**src/rtl/sreg_arbiter.sv**
```systemverilog
// Arbitrates N_REQ requesters onto a single synchronous special-register ROM; round-robin when SREG_ARB_RR_EN is defined, else fixed priority (lowest index).
// Latency: request sampled at edge k -> gnt pulse in cycle k+1 -> rsp_valid pulse with rsp_data in cycle k+3; one access every 3 cycles.
// Backpressure: none; requesters hold req high until gnt, and a dropped request is simply not arbitrated.
module sreg_arbiter #(
    parameter int ADDR_W = 4,
    parameter int DATA_W = 8,
    parameter int N_REQ  = 4
) (
    input  logic                    clk,
    input  logic                    rst_n,
    input  logic [N_REQ-1:0]        req,
    input  logic [N_REQ*ADDR_W-1:0] req_addr,
    output logic [N_REQ-1:0]        gnt,
    output logic [N_REQ-1:0]        rsp_valid,
    output logic [DATA_W-1:0]       rsp_data,
    output logic [ADDR_W-1:0]       r_addr,
    input  logic [DATA_W-1:0]       data_out
);

    localparam int TAG_W = (N_REQ > 1) ? $clog2(N_REQ) : 1;
    localparam logic [N_REQ-1:0] ONE_HOT0 = {{(N_REQ-1){1'b0}}, 1'b1};

    typedef enum logic [1:0] {IDLE, WAIT, CAPTURE} state_t;

    state_t           state_q;
    logic [TAG_W-1:0] tag_q;
    logic [TAG_W-1:0] win_idx;
    logic             win_found;

`ifdef SREG_ARB_RR_EN
    logic [TAG_W-1:0] ptr_q;
    int               cand;

    // Search starts at the pointer and wraps past the top requester back to 0.
    always_comb begin
        win_found = 1'b0;
        win_idx   = '0;
        cand      = 0;
        for (int i = 0; i < N_REQ; i++) begin
            cand = int'(ptr_q) + i;
            if (cand >= N_REQ) begin
                cand = cand - N_REQ;
            end
            if (!win_found && req[cand]) begin
                win_found = 1'b1;
                win_idx   = TAG_W'(cand);
            end
        end
    end
`else
    // Scanning downward lets the lowest asserted index overwrite the others.
    always_comb begin
        win_found = 1'b0;
        win_idx   = '0;
        for (int i = N_REQ - 1; i >= 0; i--) begin
            if (req[i]) begin
                win_found = 1'b1;
                win_idx   = TAG_W'(i);
            end
        end
    end
`endif

    always_ff @(posedge clk or negedge rst_n) begin
        if (!rst_n) begin
            state_q   <= IDLE;
            gnt       <= '0;
            rsp_valid <= '0;
            rsp_data  <= '0;
            r_addr    <= '0;
            tag_q     <= '0;
`ifdef SREG_ARB_RR_EN
            ptr_q     <= '0;
`endif
        end else begin
            gnt       <= '0;
            rsp_valid <= '0;
            case (state_q)
                IDLE: begin
                    if (win_found) begin
                        gnt     <= ONE_HOT0 << win_idx;
                        r_addr  <= req_addr[win_idx*ADDR_W +: ADDR_W];
                        tag_q   <= win_idx;
`ifdef SREG_ARB_RR_EN
                        ptr_q   <= (win_idx == TAG_W'(N_REQ - 1)) ? '0 : win_idx + 1'b1;
`endif
                        state_q <= WAIT;
                    end
                end
                // The ROM samples r_addr at the edge leaving WAIT.
                WAIT: begin
                    state_q <= CAPTURE;
                end
                CAPTURE: begin
                    rsp_data  <= data_out;
                    rsp_valid <= ONE_HOT0 << tag_q;
                    state_q   <= IDLE;
                end
                default: begin
                    state_q <= IDLE;
                end
            endcase
        end
    end

endmodule

```
**config.mk**
```make
export PLATFORM = sky130hd
export DESIGN_NAME = sreg_arbiter
export DESIGN_NICKNAME = d
export VERILOG_FILES = /design/src/rtl/sreg_arbiter.sv
export SDC_FILE = /design/constraint.sdc
export NUM_CORES = 1
export LEC_CHECK = 0
export BUFFER_PORTS_ARGS = -buffer_cell sky130_fd_sc_hd__buf_2
export CORE_MARGIN = 5
export CORE_UTILIZATION = 49
export DETAILED_ROUTE_END_ITERATION = 8
export HOLD_SLACK_MARGIN = 0.03
export PLACE_DENSITY = 0.94
export SYNTH_ARGS = -nofsm -noshare
export SYNTH_HDL_FRONTEND = slang
export SYNTH_SLANG_ARGS = --single-unit
```
**constraint.sdc**
```tcl
create_clock -name clk -period 2.3 [get_ports clk]
set_input_delay 0 -clock clk [delete_from_list [all_inputs] [get_ports clk]]
set_output_delay 0 -clock clk [all_outputs]
set_load 0.02 [all_outputs]
```
* Word level (Yosys, flattened, before mapping) *
Index checks and enable logic that the tools add are counted.

storage, ports and cells
  register bits after elaboration = 24
  input port bits = 30
  output and inout bits = 20

cells by class
  equality and inequality tests = 3
  shifts and indexed selects = 3
  multiplexer cells = 13
  reductions and logical operators = 2

operators by type and width
  operator               count
  $shiftx A16 B5 Y4      1
  $mux W4                3
  $mux W2                5
  $shl A1 B2 Y4 const A  2
  $mux W1                4
  $pmux W2 S2            1
  $eq A2 B1 Y1 const B   1
  $eq A2 B2 Y1 const B   1
  $logic_not A2 Y1       1
  $ne A2 B2 Y1 const B   1
  $reduce_and A2 Y1      1

* Depth between registers and ports, before layout *
  word-level depth = 7
  depth in mapped cells = 5

* Worst setup path after synthesis *
Ideal clock, no wire load.

  kind = register to register
  from = reg state_q[1]
  to = reg rsp_data[3]
  setup time = 0.125 ns
  arrival time = 1.132 ns
  setup slack = 1.043 ns
  stages on the path, launching flop included = 4
  period minus slack after synthesis = 1.257 ns
  path through = dfrtp_1 > nor2b_1 > buf_2 > mux2_2

between the ends
  longest elaborated chain between the ends = 1

ends and longest elaborated chain
  element                 line  source
  from (decl)             25    state_t state_q;
  from (signal assigned)  66    state_q <= IDLE;
  from (signal assigned)  87    state_q <= WAIT;
  from (signal assigned)  92    state_q <= CAPTURE;
  $eq A2 B2 Y1            78    case (state_q)
  to (signal assigned)    95    rsp_data <= data_out;
  to (decl)               15    output logic [DATA_W-1:0] rsp_data,

No other way between the ends.
A chain may end at the register's enable or synchronous reset.

* Worst setup path after layout *
  from = reg state_q[1]
  to = reg tag_q[0]

between the ends
  longest elaborated chain between the ends = 2

ends and longest elaborated chain
  element                      line  source
  $logic_not A2 Y1             78
  $reduce_and A2 Y1 (no line)  --
  to (signal assigned)         83    tag_q <= win_idx;
  to (decl)                    26    logic [TAG_W-1:0] tag_q;

No other way between the ends.

==> flow_metrics.py <==
metrics = {
    "worst_setup_path": {
        "worstSetupStartpointType": "register",
        "reg2reg_depth": 3,
        "worstPathRequired_ns": 2.51,
        "rrSetupSlack_ns": 0.89,
        "worstSetupPathType": "register to register",
        "slowest_delay_ns": 0.47,
        "critPathArrivalTime_ns": 1.62,
        "worstSetupEndpointType": "register",
        "r2r-end": "tag_q[0]",
        "worstPathCellList": "nor2_1 > a21oi_1 > o221a_2",
        "slowest_stage": "nor2_1",
        "crit_fanout": 11,
        "reg2reg_from": "state_q[1]",
    },
    "grt": {
        "grt_pass1_wl_mm": 4.19,
        "grt_antenna_before_repair": 0,
        "grt_pass1_vias": 974,
        "grt_usage_pct": 16.4,
        "overflow": 0,
        "grt_start_max_net_pins": 25,
    },
    "placed_design": {
        "io_buffer_count": 49,
        "dp_hpwl_mm": 1.88,
        "gp_congestion": 0.734,
        "dp.cells": 168,
    },
    "drt": {
        "wirelength_mm": 2.56,
        "drt_pass1_iterations": 4,
        "drc_errors": 0,
        "antenna_left": 0,
        "wl_per_cell_um": 14.1,
        "vias_per_cell": 5.27,
        "drt-initial-drc-count": 20,
        "dr_total_vias": 954,
    },
    "sta": {
        "slew_viol_final": 0,
        "fmax_ghz": 0.709,
        "fin_setup_tns_ns": 0,
        "fin_crit_ns": 1.41,
        "fin_hold_ws_ns": 0.0425,
        "hold_violations": 0,
        "fin_crit_sh_pct": 61.3,
        "relSlewSlack_pct": 61.8,
        "setup_viol": 0,
        "tightestPinTransition_ns": 0.570,
        "grt_setup_unrepaired": "false",
        "fin_skew_ns": 0.00535,
    },
    "power": {
        "finalPower_mw": 1.60,
        "p_leak_nw": 0.761,
        "combPwrFrac_pct": 43.7,
        "power_frac_seq_pct": 42.8,
        "p_sw_uw": 612,
        "p_sw_share_pct": 38.3,
        "ir_drop_mv": 0.544,
        "power_density_nw_per_um2": 1080,
        "internal-power_uw": 987,
        "p_clk_share_pct": 13.6,
    },
    "logic_synthesis": {
        "synthTopCellsByArea": "dfrtp_1 (54%), mux2_2 (7.1%), a21oi_1 (4.1%), and3b_1 (4.0%), nor2b_1 (3.4%)",
        "yosysTopAreaCellShare_pct": 54.4,
        "netlist_area_um2": 1100,
        "ys_warn_count": 0,
        "synth.avg_cell_area_um2": 11.4,
        "synth_cell_type_count": 26,
        "synth_cells": 97,
        "syn_nets": 127,
        "ys_seq_area_share_pct": 54.4,
        "synth.largest_area_cell": "dfrtp_1",
        "synth_seq_cells": 24,
    },
    "floorplan": {
        "core_um2": 2190,
        "die-area_um2": 3300,
        "die_w_um": 57.5,
        "boundaryPins": 50,
        "start_util_pct": 50.4,
        "die_h_um": 57.5,
        "core.rowCount": 17,
    },
    "finish": {
        "synthToLayoutAreaGrowth_pct": 33.6,
        "layout.cells.non_filler": 181,
        "antennaDiodeCount": 0,
        "mostFrequentLayoutCell": "buf_2",
        "finalNetCount": 184,
        "final_cell_mix": "buf_2 (49), dfrtp_1 (24), a21oi_1 (9), dlygate4sd3_1 (9), mux2_2 (7)",
        "drive_above_1_share_pct": 43.1,
    },
    "min_path": {
        "holdCritStartpoint": "req[0]",
        "hp-class": "input port to register",
        "min_path_cells": 3,
        "min_to": "gnt[0]",
    },
    "outcome": {
        "status": "completed",
    },
    "clock_tree": {
        "clockBufferDepth": 2,
        "cts_setup_buffers": 0,
        "clockRootBuffer": "clkbuf_4",
        "cts_buffers": 3,
        "clkSinkCount": 24,
        "cts.clk_slew.worst_paths_ns": 0.12,
        "h-tree-depth": 1,
        "clk_latency_ns": 0.31,
        "cts_tree": "done",
        "cts_resized": 0,
    },
    "run": {
        "drv_cap": 0,
    },
}
==> cell families after synthesis <==
family                 Yosys count  synth area share [%]
AND/OR/NAND/NOR                 29                  18.0
AO/OA/AOI/OAI                   24                  13.9
flip-flops                      24                  54.4
buffers and inverters           12                  5.55
multiplexers                     8                  8.15
==> metal layers <==
metal,wire [um],global-route usage [%],vias up
met2,1270,30.5,46
met3,247,4.30,5
met1,1000,17.6,446
met5,0,0,-
li1,-,-,457
met4,35,5.96,0
==> cells in the mapped netlist <==
cell type   n
o32a_1      1
o21a_1      1
a21oi_1     9
nor2_1      5
and3_1      1
nor4b_1     1
mux2_2      7
inv_1       5
nand3b_1    4
mux2_1      1
and3_2      1
or4_4       1
and3b_1     5
clkbuf_1    4
o21ai_0     4
and4b_2     1
dfrtp_1    24
o221a_2     1
buf_2       1
nor3b_1     1
buf_6       2
nor2b_1     6
a31oi_1     4
a22o_1      4
and2_4      1
nand2_1     2
==> sequential cells by signal, summed over array words and instances, names as in the netlist <==
register,count
rsp_data,8
gnt,4
r_addr,4
rsp_valid,4
state_q,2
tag_q,2
==> repair_timing <==
item,CTS,global route
endpoints found under the setup margin,0,0
endpoints found under the hold margin,32,0
hold buffers,9,0
==> layout make-up <==
class	count	area, um2
Fill cell	158	714
Sequential cell	24	601
Multi-Input combinational cell	61	443
Timing Repair Buffer	59	343
Clock buffer	4	36.3
Tap cell	28	35.0
Inverter	5	18.8
==> per-stage QoR <==
stage | util [%] | setup slack (ns) | area [um2]
2_1_floorplan | - | 1.04 | 1100
3_3_place_gp | 61.6 | 0.968 | 1350
3_5_place_dp | 61.6 | 0.919 | 1350
4_1_cts | 67.4 | 0.893 | 1480
5_1_grt | 67.4 | 0.764 | 1480
6_report | 67.4 | 0.890 | 1480
==> power by group through the flow <==
| stage | sequential (mW) | clock [mW] | combinational (mW) |
|---|---|---|---|
| after detailed placement | 0.697 | 0 | 0.690 |
| after global routing | 0.710 | 0.234 | 0.759 |
| after CTS | 0.686 | 0.218 | 0.703 |
| after global placement | 0.679 | 0 | 0.661 |
| after floorplan | 0.847 | 0 | 0.319 |
| final | 0.684 | 0.217 | 0.698 |
==> critical path: cells and delay by family, from the launching register on <==
kind | cells | cell delay, ns
AND/OR/NAND/NOR | 1 | 0.47
AO/OA/AOI/OAI | 2 | 0.40
flip-flops | 1 | 0.44
==> how the worst max path moves through the flow <==
stage                     slack, ns  startpoint     endpoint  cells past startpoint
final                          0.89  state_q[1]     tag_q[0]                      3
after CTS                      0.89  state_q[1]     tag_q[0]                      3
after detailed placement       0.92  state_q[1]     tag_q[0]                      3
after global routing           0.76  state_q[1]     tag_q[0]                      3
after floorplan                1.04  state_q[1]  rsp_data[3]                      3
after global placement         0.97  state_q[1]     tag_q[0]                      3
Note: power is estimated with default switching activity, not from simulation.
